`src/rtl/binary_display_renderer.sv`:
```
// binary_display_renderer: draws NUM_CH channel values as rows of binary-digit glyphs,
// with frame-synchronous snapshot, blinking error background and leading-zero blanking.
module binary_display_renderer #(
    parameter int          NUM_CH       = 3,
    parameter int          WIDTH        = 16,
    parameter int          H_START      = 200,
    parameter int          ROW_START    = 100,
    parameter int          ROW_PITCH    = 50,
    parameter int          BLINK_FRAMES = 30,
    parameter logic [11:0] FG           = 12'h000,
    parameter logic [11:0] BG           = 12'hFFF,
    parameter logic [11:0] ERR_BG       = 12'hF00
) (
    input  logic                    clk,
    input  logic                    rst,
    input  logic                    bright,
    input  logic [9:0]              hCount,
    input  logic [9:0]              vCount,
    input  logic [NUM_CH*WIDTH-1:0] vals,
    input  logic                    flag,
    input  logic                    lz_blank,
    output logic [11:0]             rgb
);
    localparam int CW = $clog2(BLINK_FRAMES + 1);

    logic [NUM_CH*WIDTH-1:0] r_vals;
    logic                    r_flag, r_lz, r_phase;
    logic [CW-1:0]           r_cnt;
    logic [4:0]              r_lead [NUM_CH];
    logic [4:0]              w_lead [NUM_CH];
    logic                    w_sof;

    assign w_sof = hCount == 10'd0 && vCount == 10'd0;

    always_comb begin
        for (int c = 0; c < NUM_CH; c++) begin
            w_lead[c] = '0;
            for (int b = 0; b < WIDTH; b++)
                if (vals[c*WIDTH+b]) w_lead[c] = 5'(b);
        end
    end

    // Blink state advances on the flag value that governed the frame just ending
    always_ff @(posedge clk or posedge rst) begin
        if (rst) begin
            r_vals  <= '0;
            r_flag  <= 1'b0;
            r_lz    <= 1'b0;
            r_cnt   <= '0;
            r_phase <= 1'b0;
            r_lead  <= '{default: '0};
        end else if (w_sof) begin
            r_vals <= vals;
            r_flag <= flag;
            r_lz   <= lz_blank;
            r_lead <= w_lead;
            if (!r_flag) begin
                r_cnt   <= '0;
                r_phase <= 1'b0;
            end else if (r_cnt == CW'(BLINK_FRAMES - 1)) begin
                r_cnt   <= '0;
                r_phase <= ~r_phase;
            end else begin
                r_cnt <= r_cnt + 1'b1;
            end
        end
    end

    logic       w_hit_row, w_hit_col;
    logic [2:0] w_ch;
    logic [4:0] w_bit;
    logic [3:0] w_col, w_row;

    always_comb begin
        w_hit_row = 1'b0;
        w_hit_col = 1'b0;
        w_ch      = '0;
        w_bit     = '0;
        w_col     = '0;
        w_row     = '0;
        for (int c = 0; c < NUM_CH; c++)
            if (int'(vCount) >= ROW_START + c*ROW_PITCH && int'(vCount) < ROW_START + c*ROW_PITCH + 10) begin
                w_hit_row = 1'b1;
                w_ch      = 3'(c);
                w_row     = 4'(int'(vCount) - ROW_START - c*ROW_PITCH);
            end
        for (int k = 0; k < WIDTH; k++)
            if (int'(hCount) >= H_START + 10*k && int'(hCount) < H_START + 10*k + 10) begin
                w_hit_col = 1'b1;
                w_bit     = 5'(WIDTH - 1 - k);
                w_col     = 4'(int'(hCount) - H_START - 10*k);
            end
    end

    logic       r1_in, r1_bright;
    logic [2:0] r1_ch;
    logic [4:0] r1_bit;
    logic [3:0] r1_col, r1_row;

    always_ff @(posedge clk or posedge rst) begin
        if (rst) begin
            r1_in     <= 1'b0;
            r1_bright <= 1'b0;
            r1_ch     <= '0;
            r1_bit    <= '0;
            r1_col    <= '0;
            r1_row    <= '0;
        end else begin
            r1_in     <= w_hit_row && w_hit_col;
            r1_bright <= bright;
            r1_ch     <= w_ch;
            r1_bit    <= w_bit;
            r1_col    <= w_col;
            r1_row    <= w_row;
        end
    end

    logic [31:0] w_chval;
    logic [4:0]  w_lead_sel;
    logic        w_one, w_zero, w_fill;
    logic [11:0] w_bg;

    always_comb begin
        w_chval    = '0;
        w_lead_sel = '0;
        for (int c = 0; c < NUM_CH; c++)
            if (r1_ch == 3'(c)) begin
                w_chval    = 32'(r_vals[c*WIDTH +: WIDTH]);
                w_lead_sel = r_lead[c];
            end
    end

    assign w_one  = (r1_col == 4'd4 || r1_col == 4'd5) && r1_row >= 4'd1 && r1_row <= 4'd8;
    assign w_zero = ((r1_col == 4'd1 || r1_col == 4'd2 || r1_col == 4'd7 || r1_col == 4'd8) && r1_row >= 4'd3 && r1_row <= 4'd6)
                 || (r1_col >= 4'd3 && r1_col <= 4'd6 && (r1_row == 4'd1 || r1_row == 4'd2 || r1_row == 4'd7 || r1_row == 4'd8));
    assign w_fill = r1_in && !(r_lz && r1_bit > w_lead_sel) && (w_chval[r1_bit] ? w_one : w_zero);
    assign w_bg   = (r_flag && !r_phase) ? ERR_BG : BG;

    always_ff @(posedge clk or posedge rst) begin
        if (rst) rgb <= 12'h000;
        else     rgb <= !r1_bright ? 12'h000 : w_fill ? FG : w_bg;
    end
endmodule

```
`config.mk`:
```
export PLATFORM = sky130hd
export DESIGN_NAME = binary_display_renderer
export DESIGN_NICKNAME = d
export VERILOG_FILES = /design/src/rtl/binary_display_renderer.sv
export SDC_FILE = /design/constraint.sdc
export NUM_CORES = 1
export LEC_CHECK = 0
export ABC_CLOCK_PERIOD_IN_PS = 3310
export CORE_ASPECT_RATIO = 0.9
export CORE_MARGIN = 5
export CORE_UTILIZATION = 35
export CTS_BUF_LIST = sky130_fd_sc_hd__clkbuf_4
export DETAILED_ROUTE_END_ITERATION = 8
export PLACE_DENSITY = 0.6
export SLEW_MARGIN = 20
export SYNTH_ARGS = -nofsm -noshare
export SYNTH_HDL_FRONTEND = slang
export SYNTH_SLANG_ARGS = --single-unit
```
`constraint.sdc`:
```
create_clock -name clk -period 3.31 [get_ports clk]
set_input_delay 0.4965 -clock clk [delete_from_list [all_inputs] [get_ports clk]]
set_output_delay 0.4965 -clock clk [all_outputs]
set_load 0.01 [all_outputs]
```
==> results of run 1 <==
-- state kept, by name, summed over array words and instances, names as in the netlist, 2 cells and up --
name and flops:
r_cnt 5, r_vals 48, r1_col 4, r1_ch 2
r1_bit 4, r_lead 12, r1_row 4, rgb 2
-- final timing paths --
kind                       slack, ps  cells after the start    endpoint  startpoint
max in group asynchronous       2190                      3  r_vals[12]         rst
setup / recovery                 380                     11      rgb[7]    r1_ch[0]
min in group clk                 480                      2   r_vals[2]   r_vals[2]
hold / removal                   430                      2   r1_row[0]         rst
setup reg to reg                 380                     11      rgb[7]    r1_ch[0]
hold reg to reg                  480                      2   r_vals[2]   r_vals[2]
-- worst max-delay path: stages, from the launching register on --
cell      delay, ps
dfrtp_1         980
buf_4           250
mux2i_1         310
nor2_1           80
a21oi_1         150
ha_1            250
nor2b_1         130
o21ai_0         130
nand2b_1         70
a21oi_1         150
o21a_1          230
a21oi_2          70
-- power groups by stage --
stage | Clock (mW) | Sequential (mW) | Combinational [mW]
finish | 0.684 | 1.08 | 0.385
floorplan | 0 | 1.10 | 0.186
global route | 0.745 | 1.09 | 0.421
detailed placement | 0 | 1.10 | 0.383
global placement | 0 | 1.10 | 0.384
CTS | 0.707 | 1.08 | 0.385
-- cells by family (layout without fill, tap and decap cells) --
| logic type | Yosys count | count (layout) | synth area share [%] |
|---|---|---|---|
| simple gates | 340 | 340 | 28.2 |
| compound gates | 166 | 166 | 18.8 |
| flops | 86 | 86 | 37.4 |
| buf+inv | 63 | 161 | 5.73 |
| mux | 22 | 22 | 4.78 |
| fa+ha+maj | 20 | 20 | 4.34 |
| xor+xnor | 5 | 5 | 0.760 |
| other cells | 0 | 1 | 0 |
-- final cells by class --
class / count / area [um2]
fill: 1615 / 9010
multi-input combinational: 553 / 3280
sequential: 86 / 2150
timing repair buffer: 121 / 1170
tap: 207 / 259
inverter: 24 / 91.3
clock inverter: 6 / 86.3
clock buffer: 10 / 75.1
antenna: 1 / 2.50
-- cells in the mapped netlist (3+ instances only) --
cell / instances
nand2_1: 186
dfrtp_1: 86
o21ai_0: 45
a21oi_1: 41
nor2_1: 34
nor3_1: 26
inv_1: 23
ha_1: 20
mux2i_1: 17
clkbuf_1: 15
nor4_1: 14
a31oi_1: 13
nand3_1: 13
nand2b_1: 12
buf_4: 11
o21bai_1: 9
and2_1: 6
and3_1: 6
buf_6: 6
nand4_1: 6
o21a_1: 6
a2bb2oi_1: 5
buf_2: 5
nor2b_1: 5
a221oi_1: 4
mux4_2: 4
o22ai_1: 4
o41ai_1: 4
a21boi_2: 3
nand3b_1: 3
nor3b_1: 3
o31ai_1: 3
or3_1: 3
xor2_1: 3
-- layer usage --
layer	share of wire (%)	routed length (um)
met2	42	7200
met3	5.7	969
met1	51	8610
met5	0	0
met4	1.1	182
-- cells in the final DEF (no fill, tap or decap), types with 20 or more instances in the layout --
cell type / n
ha_1: 20
inv_1: 22
a21oi_1: 41
dfrtp_1: 86
clkdlybuf4s50_1: 84
nand2_1: 186
buf_4: 33
o21ai_0: 45
nor3_1: 26
nor2_1: 34
==> results.toml, run 1 <==
[layout]
stdcell_area_mm2 = 0.00712
nets = 888
drive_above_1_share_pct = 10.6
fin_util_pct = 44.1
syn2layout_area_growth_pct = 23.5
layout.cells.non_filler = 1008

[sta]
drv_slew = 0
timing.fmax_ghz = 0.341
tightest_slew_ps = 939
final-setup-viol-count = 0
fin_crit_sh_pct = 88.7
fin_setup_tns_ps = 0
fin_crit_ps = 2930
hold_ws_ps = 435
finClkSkew_ps = 19.1
slew_headroom_pct = 37.4
rsz0062_at_grt = "no"
finalWorstSetupSlack_ps = 375
hold_viol_final = 0

[clocking]
cts_hold_buf = 0
cts_htree_levels = 3
cts_buffers = 9
insertion_delay_ps = 470
cts_tree = "yes"
cts_resized = 0
root_buffer = "clkbuf_4"
cts_sinks = 86
clockBufferDepth = 2
clkSlewWorstSetupHoldPaths_ps = 140
post_cts.repair.setup_buffers = 0

[logic_synthesis]
synthArstFlopShare_pct = 100
yosys-top-cells-area = "dfrtp_1, nand2_1, ha_1, o21ai_0, a21oi_1"
synth_edf_count = 0
synthFlopType = "dfrtp_1"
synth_nets = 795
ys_ff_latch = 86
yosys.area.top_type_share_pct = 37.4
synthDistinctLibCells = 77
yosysWarnings = 0
yosysSeqAreaShare_pct = 37.4
synth_area_per_cell_um2 = 8.21
synth_area_mm2 = 0.00576
synth_cells = 702
synth_top_area_cell = "dfrtp_1"

[floorplan]
core_area_mm2 = 0.0161
ios = 85
die_h_um = 132
die_x_um = 145
rows = 44
die-area_mm2 = 0.0191
initial_core_util_pct = 35.7

[global_routing]
grt_use_met1_pct = 25.9
antenna_found_initial = 1
grt_max_degree = 65
busiest_layer = "met1"
grt_pass1_wl_um = 27300
grt_usage_pct = 17.3
grt_overflow = 0
use_met2_pct = 25.2
grt_pass1_vias = 5189
grt_use_met3_pct = 3.82

[critical_path]
crit_fanout = 16
cp.arrival_ps = 3280
endpoint_kind = "flop"
worstSetupPathType = "reg -> reg"
cp.required_ps = 3660
worst_setup_path_start_kind = "flop"

[power]
p_int_mw = 1.57
power_mw = 2.15
p_seq_share_pct = 50.3
max-vdd-ir-drop_v = 0.000228
swShare_pct = 27.2
switchingPower_uw = 584
clkPwrFrac_pct = 31.8
p_leak_nw = 3.18
p_per_area_mw_per_mm2 = 302
power_frac_comb_pct = 17.9

[placed_design]
placed_cell_area_mm2 = 0.00695
hpwl_um = 13200
portBuffers = 84
gp_congestion = 0.861
dp_slack_ps = 113
placed_cells = 991

[drt]
ant_nets = 0
vias_per_cell = 5.33
routedWlPerCell_um = 16.8
drc = 0
drt-initial-drc-count = 396
routed-via-count = 5376
dr.pass1.iters = 5
drt_wl_total_um = 17000

[outcome]
status = "finished, final reports clean"

[hold_path]
hold_class = "in -> async"

[job]
max-cap-violations = 0
Note: power is estimated with default switching activity, not from simulation.
==> inputs of run 2 (changes only) <==
--- a/config.mk
+++ b/config.mk
@@ -10,6 +10,8 @@
 export CORE_MARGIN = 5
 export CORE_UTILIZATION = 35
 export CTS_BUF_LIST = sky130_fd_sc_hd__clkbuf_4
+export CTS_CLUSTER_DIAMETER = 60
+export CTS_CLUSTER_SIZE = 24
 export DETAILED_ROUTE_END_ITERATION = 8
 export PLACE_DENSITY = 0.6
 export SLEW_MARGIN = 20
==> results of run 2 <==
The final DEF is identical to that of run 1; final timing and power are the same.
